## src/rtl/nand_adder_pkg.sv

```systemverilog
// Shared definitions for the digit-serial NAND adder: FSM state encoding,
// the NAND primitive used by the full-adder cells, and a clog2 helper.
package nand_adder_pkg;

  typedef enum logic [1:0] {
    IDLE = 2'd0,
    RUN  = 2'd1,
    DONE = 2'd2
  } state_t;

  // Two-input NAND, the only gate used inside the full-adder cell.
  function automatic logic nand2(input logic x, input logic y);
    return ~(x & y);
  endfunction

  // Ceiling log2; returns 0 for value <= 1.
  function automatic int clog2(input int value);
    int r;
    r = 0;
    for (int i = 0; i < 31; i++) begin
      if ((32'sd1 <<< i) < value) begin
        r = i + 1;
      end
    end
    return r;
  endfunction

endpackage

```

## src/rtl/nand_serial_adder_if.sv

```systemverilog
// Operand/result handshake bundle for the digit-serial adder.
// The master side produces operands and consumes results; the slave is the adder.
interface nand_serial_adder_if #(
  parameter int WIDTH = 32
) ();

  logic             in_valid;
  logic             in_ready;
  logic [WIDTH-1:0] operand_a;
  logic [WIDTH-1:0] operand_b;
  logic             carry_in;
  logic             subtract;
  logic             out_valid;
  logic             out_ready;
  logic [WIDTH-1:0] sum;
  logic             carry_out;
  logic             overflow;

  modport master (
    output in_valid, operand_a, operand_b, carry_in, subtract, out_ready,
    input  in_ready, out_valid, sum, carry_out, overflow
  );

  modport slave (
    input  in_valid, operand_a, operand_b, carry_in, subtract, out_ready,
    output in_ready, out_valid, sum, carry_out, overflow
  );

endinterface

```

## src/rtl/nand_digit_adder.sv

```systemverilog
// Combinational DIGIT-bit ripple adder made of 9-NAND full-adder cells.
// c_msb_in exposes the carry entering the top bit so the caller can derive
// signed overflow as (carry into MSB) xor (carry out of MSB).
module nand_digit_adder
  import nand_adder_pkg::*;
#(
  parameter int DIGIT = 4
) (
  input  logic [DIGIT-1:0] a,
  input  logic [DIGIT-1:0] b,
  input  logic             cin,
  output logic [DIGIT-1:0] s,
  output logic             cout,
  output logic             c_msb_in
);

  logic [DIGIT:0] c_s;

  assign c_s[0] = cin;

  for (genvar i = 0; i < DIGIT; i++) begin : g_cell
    logic n1_s, n2_s, n3_s, x_s, n5_s, n6_s, n7_s;
    assign n1_s       = nand2(a[i], b[i]);
    assign n2_s       = nand2(a[i], n1_s);
    assign n3_s       = nand2(b[i], n1_s);
    assign x_s        = nand2(n2_s, n3_s);     // a ^ b
    assign n5_s       = nand2(x_s, c_s[i]);
    assign n6_s       = nand2(x_s, n5_s);
    assign n7_s       = nand2(c_s[i], n5_s);
    assign s[i]       = nand2(n6_s, n7_s);     // a ^ b ^ cin
    assign c_s[i + 1] = nand2(n1_s, n5_s);     // ab | cin(a ^ b)
  end

  assign cout     = c_s[DIGIT];
  assign c_msb_in = c_s[DIGIT-1];

endmodule

```

## src/rtl/nand_serial_adder.sv

```systemverilog
// Digit-serial two's-complement adder/subtractor. Operands are captured in
// IDLE, summed DIGIT bits per clock in RUN with the carry held in a register,
// and the result is held in DONE until the consumer takes it.
module nand_serial_adder
  import nand_adder_pkg::*;
#(
  parameter int WIDTH = 32,
  parameter int DIGIT = 4
) (
  input  logic           clock,
  input  logic           reset_n,
  nand_serial_adder_if.slave bus
);

  localparam int STEPS = WIDTH / DIGIT;
  localparam int CNT_W = (STEPS > 1) ? clog2(STEPS) : 1;
  localparam logic [CNT_W-1:0] LAST_STEP = CNT_W'(STEPS - 1);

  if ((WIDTH % DIGIT) != 0) begin : g_width_check
    $error("nand_serial_adder: WIDTH must be a multiple of DIGIT");
  end

  state_t             state_r;
  logic [CNT_W-1:0]   step_r;
  logic [WIDTH-1:0]   a_r;
  logic [WIDTH-1:0]   b_r;
  logic               carry_r;
  logic [WIDTH-1:0]   sum_r;
  logic               carry_out_r;
  logic               overflow_r;

  logic [31:0]        shamt_s;
  logic [DIGIT-1:0]   a_dig_s;
  logic [DIGIT-1:0]   b_dig_s;
  logic [DIGIT-1:0]   s_dig_s;
  logic [WIDTH-1:0]   sum_ins_s;
  logic               cout_s;
  logic               c_msb_s;

  // Select the operand digit for the current step and place the digit sum back at its position.
  always_comb begin
    shamt_s   = 32'(step_r) * 32'(DIGIT);
    a_dig_s   = DIGIT'(a_r >> shamt_s);
    b_dig_s   = DIGIT'(b_r >> shamt_s);
    sum_ins_s = WIDTH'(s_dig_s) << shamt_s;
  end

  nand_digit_adder #(
    .DIGIT (DIGIT)
  ) u_digit (
    .a        (a_dig_s),
    .b        (b_dig_s),
    .cin      (carry_r),
    .s        (s_dig_s),
    .cout     (cout_s),
    .c_msb_in (c_msb_s)
  );

  // Control FSM with operand, carry, step and result registers.
  always_ff @(posedge clock or negedge reset_n) begin
    if (!reset_n) begin
      state_r     <= IDLE;
      step_r      <= '0;
      a_r         <= '0;
      b_r         <= '0;
      carry_r     <= 1'b0;
      sum_r       <= '0;
      carry_out_r <= 1'b0;
      overflow_r  <= 1'b0;
    end else begin
      case (state_r)
        IDLE: begin
          if (bus.in_valid) begin
            a_r     <= bus.operand_a;
            b_r     <= bus.subtract ? ~bus.operand_b : bus.operand_b;
            carry_r <= bus.subtract ? 1'b1 : bus.carry_in;
            sum_r   <= '0;
            step_r  <= '0;
            state_r <= RUN;
          end
        end
        RUN: begin
          // sum was cleared at capture, so OR-ing the digit in is a plain write
          sum_r   <= sum_r | sum_ins_s;
          carry_r <= cout_s;
          if (step_r == LAST_STEP) begin
            carry_out_r <= cout_s;
            // operands of equal sign with a differing result sign <=> carry into MSB != carry out
            overflow_r  <= c_msb_s ^ cout_s;
            step_r      <= '0;
            state_r     <= DONE;
          end else begin
            step_r <= step_r + CNT_W'(1);
          end
        end
        DONE: begin
          if (bus.out_ready) begin
            state_r <= IDLE;
          end
        end
        default: begin
          state_r <= IDLE;
          step_r  <= '0;
        end
      endcase
    end
  end

  assign bus.in_ready  = (state_r == IDLE);
  assign bus.out_valid = (state_r == DONE);
  assign bus.sum       = sum_r;
  assign bus.carry_out = carry_out_r;
  assign bus.overflow  = overflow_r;

endmodule

```

## src/flat_wrapper.sv

```systemverilog
// flat-port wrapper written by rule: the top's interface ports become plain ports
module nand_serial_adder_flat import nand_adder_pkg::*;
#(
  parameter int WIDTH = 32,
  parameter int DIGIT = 4
)
  (clock, reset_n, bus_in_valid, bus_operand_a, bus_operand_b, bus_carry_in, bus_subtract, bus_out_ready, bus_in_ready, bus_out_valid, bus_sum, bus_carry_out, bus_overflow);
  nand_serial_adder_if #(.WIDTH(WIDTH)) bus_i ();
  input  logic clock;
  input  logic reset_n;
  input wire logic [$bits(bus_i.in_valid)-1:0] bus_in_valid;
  input wire logic [$bits(bus_i.operand_a)-1:0] bus_operand_a;
  input wire logic [$bits(bus_i.operand_b)-1:0] bus_operand_b;
  input wire logic [$bits(bus_i.carry_in)-1:0] bus_carry_in;
  input wire logic [$bits(bus_i.subtract)-1:0] bus_subtract;
  input wire logic [$bits(bus_i.out_ready)-1:0] bus_out_ready;
  output wire logic [$bits(bus_i.in_ready)-1:0] bus_in_ready;
  output wire logic [$bits(bus_i.out_valid)-1:0] bus_out_valid;
  output wire logic [$bits(bus_i.sum)-1:0] bus_sum;
  output wire logic [$bits(bus_i.carry_out)-1:0] bus_carry_out;
  output wire logic [$bits(bus_i.overflow)-1:0] bus_overflow;
  assign bus_i.in_valid = bus_in_valid;
  assign bus_i.operand_a = bus_operand_a;
  assign bus_i.operand_b = bus_operand_b;
  assign bus_i.carry_in = bus_carry_in;
  assign bus_i.subtract = bus_subtract;
  assign bus_i.out_ready = bus_out_ready;
  assign bus_in_ready = bus_i.in_ready;
  assign bus_out_valid = bus_i.out_valid;
  assign bus_sum = bus_i.sum;
  assign bus_carry_out = bus_i.carry_out;
  assign bus_overflow = bus_i.overflow;
  nand_serial_adder #(.WIDTH(WIDTH), .DIGIT(DIGIT)) u_core (.clock(clock), .reset_n(reset_n), .bus(bus_i));
endmodule
```

## config.mk

```make
export PLATFORM = sky130hd
export DESIGN_NAME = nand_serial_adder_flat
export DESIGN_NICKNAME = d
export VERILOG_FILES = /design/src/rtl/nand_adder_pkg.sv /design/src/rtl/nand_serial_adder_if.sv /design/src/rtl/nand_digit_adder.sv /design/src/rtl/nand_serial_adder.sv /design/src/flat_wrapper.sv
export SDC_FILE = /design/constraint.sdc
export NUM_CORES = 1
export LEC_CHECK = 0
export ABC_AREA = 1
export BUFFER_PORTS_ARGS = -buffer_cell sky130_fd_sc_hd__buf_2
export CAP_MARGIN = 40
export CORE_ASPECT_RATIO = 0.6
export CORE_UTILIZATION = 50
export CTS_BUF_LIST = sky130_fd_sc_hd__clkbuf_16
export DETAILED_ROUTE_END_ITERATION = 10
export PLACE_DENSITY_LB_ADDON = 0.1
export SLEW_MARGIN = 0
export SYNTH_ARGS = -nofsm -noshare
export SYNTH_HDL_FRONTEND = slang
export SYNTH_HIERARCHICAL = 1
export SYNTH_SLANG_ARGS = --single-unit
```

## constraint.sdc

```tcl
create_clock -name clock -period 3.5 [get_ports clock]
set_input_delay 0.35 -clock clock [delete_from_list [all_inputs] [get_ports clock]]
set_output_delay 0.35 -clock clock [all_outputs]
set_load 0.05 [all_outputs]
```

==> results.toml, run 1 <==
[status]
status = "finished clean"

[global_route]
first_global_vias = 3980
grt_max_degree = 98
antenna_found_initial = 0
grt_pass1_wl_um = 19800
grtUsageTotal_pct = 23.6
grt_overflow = 0

[floorplan]
die_h_um = 81.4
fp.dieArea_um2 = 10900
rows = 28
core_um2 = 10000
initial_utilization_pct = 52.4
fp.dieW_um = 134
ioPinCount = 106

[power_and_ir_drop]
p_comb_share_pct = 53.6
total_power_mw = 6.62
intPower_mw = 3.45
irDropWorstVdd_mv = 0.525
p_leak_nw = 3.23
switchingPower_mw = 3.17
power_frac_clock_pct = 16.1
p_seq_share_pct = 30.3
swShare_pct = 47.8
p_per_area_nw_per_um2 = 1070

[finish]
fill_cells = 939
instances_no_fill = 865
layout_commonest_cell = "nand2_1"
syn_to_final_growth_pct = 17.4
layout.nets = 801
n_antenna_cell = 0
layout-drive-gt1-share_pct = 22.1
most-common-layout-cells = "209 x nand2_1, 104 x buf_2, 104 x dfrtp_1, 77 x inv_1, 52 x nand3_1"

[synth]
synth_largest_area_cell = "dfrtp_1"
synth_area_um2 = 5250
mappedNetlistNets = 709
yosysSeqAreaShare_pct = 49.6
yosysUniqueCellTypes = 21
avgSynthCellArea_um2 = 8.29
synth_warnings = 6
ys_top_cells_by_area = "dfrtp_1 50%, nand2_1 15%, inv_1 5.5%, xnor2_1 5.5%, nand3_1 5.0%"
synth_top_area_share_pct = 49.6
synth-seq-cells = 104
syn_inst = 633

[flow_run]
cap_viol_max_count = 0

[setup_path]
endpoint_kind = "flop"
critPathRequiredTime_ns = 3.72
crit_type = "flop to flop"
crit_arrival_ns = 3.41
critical_path.max_fanout = 15
start_kind = "flop"

[drt]
drt.antenna.violating_nets = 0
vias_per_cell = 4.88
drt_pass1_iterations = 5
routed_wl_um = 11900
drt_iter0_drc = 330
via_count = 4218
wire_per_inst_um = 13.7
post-route-drc-count = 0

[sta]
setup_viol = 0
fmaxAchievable_mhz = 313
slew_headroom_pct = 40.8
period_minus_slack_ns = 3.19
worst_pin_slew_ns = 0.888
fin_worst_skew_ns = 0.00565
hold_viol = 0
setup_tns_ns = 0
rsz0062_at_grt = "no"
fin_crit_sh_pct = 91.2
slew_viol_final = 0

[hold_path]
worst_hold_path_type = "primary input to flop"

[placement]
hpwlAfterDp_um = 8530
gp_congestion = 0.818
port_buffers = 105
placed_cells = 848

[clock_network]
cts.sinks = 104
clk_pin_slew_ns = 0.07
clockBufferDepth = 2
cts_tree = "yes"
root_buffer = "clkbuf_16"
cts_max_level = 3
cts_buffers = 9
clock_latency_ns = 0.35
==> registers in the layout, indices dropped and copies added (netlist names) <==
register              count
u_core/a_r               32
u_core/b_r               32
u_core/bus.sum           32
u_core/step_r             3
u_core/state_r            2
u_core/bus.carry_out      1
u_core/bus.overflow       1
u_core/carry_r            1
==> cells in the mapped netlist <==
library cell and number:
xnor2_1 33, buf_1 1, dfrtp_1 104, nand2_4 3, clkinv_1 2, o21ai_2 20
nor2_1 1, ha_1 2, buf_4 7, o31ai_1 1, o21ai_1 38, inv_2 3
clkbuf_1 4, nand3_1 52, o21ai_0 44, fa_1 4, buf_2 19, nand2_1 209
buf_6 7, inv_1 77, nor2_4 2
==> per-stage QoR <==
stage	hold WS [ns]	cell area [µm²]	worst slack (ns)	util [%]
final	0.198	6160	0.308	61.5
after global routing	0.187	6160	0.0356	61.5
after CTS	0.182	6160	0.304	61.5
after detailed placement	0.215	5830	0.316	58.2
after global placement	0.461	5800	0.452	57.9
after floorplan	0.0544	5250	0.560	-
==> power by group through the flow <==
stage / sequential [mW] / clock [mW] / combinational [mW]
after global placement: 2.01 / 0 / 3.48
after floorplan: 2.49 / 0 / 2.19
after CTS: 2.01 / 1.09 / 3.56
final: 2.01 / 1.07 / 3.54
after detailed placement: 2.02 / 0 / 3.55
after global routing: 2.07 / 1.13 / 3.98
==> cell type report <==
cell class              count  area (µm²)  area share [%]
multi-input cells         409        2090            34.0
clock inverters             7        95.1            1.54
clock buffers               9         225            3.66
inverters                  82         308            5.00
repair buffers            119         668            10.8
well taps                 135         169            2.74
flip-flops and latches    104        2600            42.3
==> worst max-delay path, stage by stage, from the launching register on <==
cell and delay [ns]:
dfrtp_1 0.37, clkinv_1 0.35, nand2_1 0.17, nand3_1 0.08, nand2_1 0.07, nand2_1 0.04, nand2_1 0.06, inv_1 0.05
fa_1 0.40, inv_1 0.07, fa_1 0.15, inv_1 0.05, fa_1 0.35, inv_1 0.11, fa_1 0.49, nand3_1 0.15
o21ai_0 0.10
==> per-layer routing <==
layer	share of wire (%)	vias to the layer above	global-route usage, %	routed length [µm]
met3	6.9	10	5.93	815
li1	-	2154	-	-
met1	52	1913	35.8	6170
met4	0.70	0	4.38	83
met2	40	141	33.8	4790
met5	0	-	0	0
==> kinds of logic after synthesis <==
family / count (synthesis) / synth area share, %
flip-flops: 104 / 49.6
AND/OR/NAND/NOR: 267 / 21.1
AO/OA/AOI/OAI: 103 / 11.3
adder cells (fa/ha/maj): 6 / 2.00
buffers and inverters: 120 / 10.5
XOR/XNOR: 33 / 5.51
==> what timing repair did <==
item / in CTS / in global routing
buffers inserted: 0 / 0
hold endpoints to repair: 11 / 0
resized for setup: 0 / 0
hold buffers: 1 / 0
==> final timing paths <==
kind                                     from                 end  slack [ns]  cells past startpoint
min reg2reg                u_core/bus.sum[10]  u_core/bus.sum[10]        0.48                      2
max reg2reg                  u_core/step_r[0]  u_core/bus.sum[31]        0.31                     16
min in group asynchronous             reset_n       u_core/a_r[6]        0.39                      2
max                          u_core/step_r[0]  u_core/bus.sum[31]        0.31                     16
min                             bus_out_ready   u_core/state_r[1]        0.20                      2
max in group asynchronous             reset_n  u_core/bus.sum[21]        2.33                      4
Note: power is estimated with default switching activity, not from simulation.
==> run 2, diff against run 1 <==
--- a/config.mk
+++ b/config.mk
@@ -6,6 +6,7 @@
 export NUM_CORES = 1
 export LEC_CHECK = 0
 export ABC_AREA = 1
+export ABC_CLOCK_PERIOD_IN_PS = 3300
 export BUFFER_PORTS_ARGS = -buffer_cell sky130_fd_sc_hd__buf_2
 export CAP_MARGIN = 40
 export CORE_ASPECT_RATIO = 0.6
==> constraint.sdc (replaced) <==
create_clock -name clock -period 3.3 [get_ports clock]
set_input_delay 0.33 -clock clock [delete_from_list [all_inputs] [get_ports clock]]
set_output_delay 0.33 -clock clock [all_outputs]
set_load 0.05 [all_outputs]
==> results.toml, run 2 (synthesized netlist as in run 1, its figures left out) <==
[global_route]
antenna_found_initial = 0
grt_pass1_wl_um = 20200
grt_max_degree = 98
grt_overflow = 0
grtUsageTotal_pct = 24.1
first_global_vias = 4042

[floorplan]
fp.dieW_um = 134
rows = 28
initial_utilization_pct = 52.4
die_h_um = 81.4
fp.dieArea_um2 = 10900
core_um2 = 10000
ioPinCount = 106

[power_and_ir_drop]
p_per_area_nw_per_um2 = 1150
p_leak_nw = 3.23
irDropWorstVdd_mv = 0.572

[sta]
worst_pin_slew_ns = 0.876
fin_worst_skew_ns = 0.00691
slew_headroom_pct = 41.6
period_minus_slack_ns = 3.10
fin_crit_sh_pct = 94.0
fmaxAchievable_mhz = 322
slew_viol_final = 0
hold_ws_ns = 0.0771
rsz0062_at_grt = "no"
setup_tns_ns = 0
hold_viol = 0
setup_viol = 0

[clock_network]
cts_tree = "yes"
clk_pin_slew_ns = 0.07
cts_buffers = 9
clockBufferDepth = 2
cts.sinks = 104
cts_max_level = 3
clock_latency_ns = 0.35
root_buffer = "clkbuf_16"

[setup_path]
cp_cell_sequence = "buf_4 > nand2_1 > nand3_1 > nand2_1 > nand2_1 > nand2_1 > inv_1 > fa_1 > inv_1 > fa_1 > inv_1 > fa_1 > inv_1 > fa_2 > nand3_1 > o21ai_2"
r2r-start = "u_core/step_r[0]"
r2r_end = "u_core/bus.sum[23]"
crit_arrival_ns = 3.33
slowest_stage = "fa_2"
endpoint_kind = "flop"
start_kind = "flop"
r2r_setup_slack_ns = 0.20
critPathRequiredTime_ns = 3.53
reg2reg_depth = 16
critical_path.max_fanout = 24
crit_path_max_incr_delay_ns = 0.49
crit_type = "flop to flop"

[finish]
syn_to_final_growth_pct = 17.5
fill_cells = 922
n_antenna_cell = 0
layout_commonest_cell = "nand2_1"
layout-drive-gt1-share_pct = 22.6
most-common-layout-cells = "209 x nand2_1, 104 x buf_2, 103 x dfrtp_1, 78 x inv_1, 52 x nand3_1"
layout.nets = 804

[drt]
drt.antenna.violating_nets = 0
vias_per_cell = 4.96
via_count = 4299
routed_wl_um = 12300
drt_iter0_drc = 286
drt_pass1_iterations = 4
wire_per_inst_um = 14.1
post-route-drc-count = 0

[placement]
gp_congestion = 0.806
port_buffers = 105
hpwlAfterDp_um = 8590

[flow_run]
cap_viol_max_count = 0

[hold_path]
worst_hold_path_type = "primary input to asynchronous set/reset pin"

[status]
status = "finished clean"
==> run 2: what timing repair did <==
item | in CTS | in global routing
endpoints found under the hold margin | 0 | 0
hold buffers | 0 | 0
gates resized for setup | 0 | 4
endpoints found under the setup margin | 0 | 8
buffers inserted | 0 | 1
==> run 2: stage by stage <==
step / setup slack, ns / util, % / power (mW) / cells / cell area [µm²]
2_1_floorplan: 0.360 / - / 4.97 / 633 / 5250
3_3_place_gp: 0.281 / 57.9 / 5.82 / 848 / 5800
3_5_place_dp: 0.140 / 58.1 / 5.91 / 849 / 5820
4_1_cts: 0.120 / 61.1 / 7.03 / 863 / 6120
5_1_grt: 0.00710 / 61.6 / 7.65 / 866 / 6170
6_report: 0.198 / 61.6 / 7.07 / 866 / 6170
==> run 2: layout make-up <==
| class | instances | area [µm²] | area share (%) |
|---|---|---|---|
| flip-flops and latches | 104 | 2600 | 42.2 |
| repair inverters | 1 | 7.51 | 0.122 |
| multi-input cells | 409 | 2090 | 34.0 |
| clock inverters | 5 | 75.1 | 1.22 |
| clock buffers | 9 | 225 | 3.65 |
| well taps | 135 | 169 | 2.74 |
| inverters | 82 | 312 | 5.05 |
| repair buffers | 121 | 681 | 11.0 |
==> run 2: worst max path at each step <==
stage	from	to	slack (ns)
final	u_core/step_r[0]	u_core/bus.sum[23]	0.20
after global routing	u_core/step_r[0]	u_core/bus.sum[31]	0.007
after CTS	u_core/step_r[0]	u_core/bus.sum[7]	0.12
after detailed placement	u_core/step_r[0]	u_core/bus.sum[7]	0.14
after global placement	u_core/step_r[0]	u_core/bus.sum[31]	0.28
after floorplan	u_core/step_r[1]	u_core/bus.sum[31]	0.36
==> run 2: worst max-delay path: cells and delay by family (launching register included) <==
family	cells	cell delay [ns]
fa+ha+maj	4	1.42
buf+inv	5	0.52
flops	1	0.45
compound gates	1	0.08
simple gates	6	0.51
==> run 2: power breakdown <==
group          leakage, nW  total (mW)  internal, mW  switching, mW
combinational         1.78        3.84          1.17           2.67
clock                0.146        1.10         0.651          0.445
sequential            1.31        2.13          1.85          0.276
total                 3.23        7.07          3.68           3.39
==> run 2: layer usage <==
metal	vias up	global-route usage (%)	wire length (µm)
met5	-	0	0
met4	0	5.17	102
met3	10	5.81	787
met2	141	34.4	4950
met1	1988	36.8	6410
li1	2160	-	-
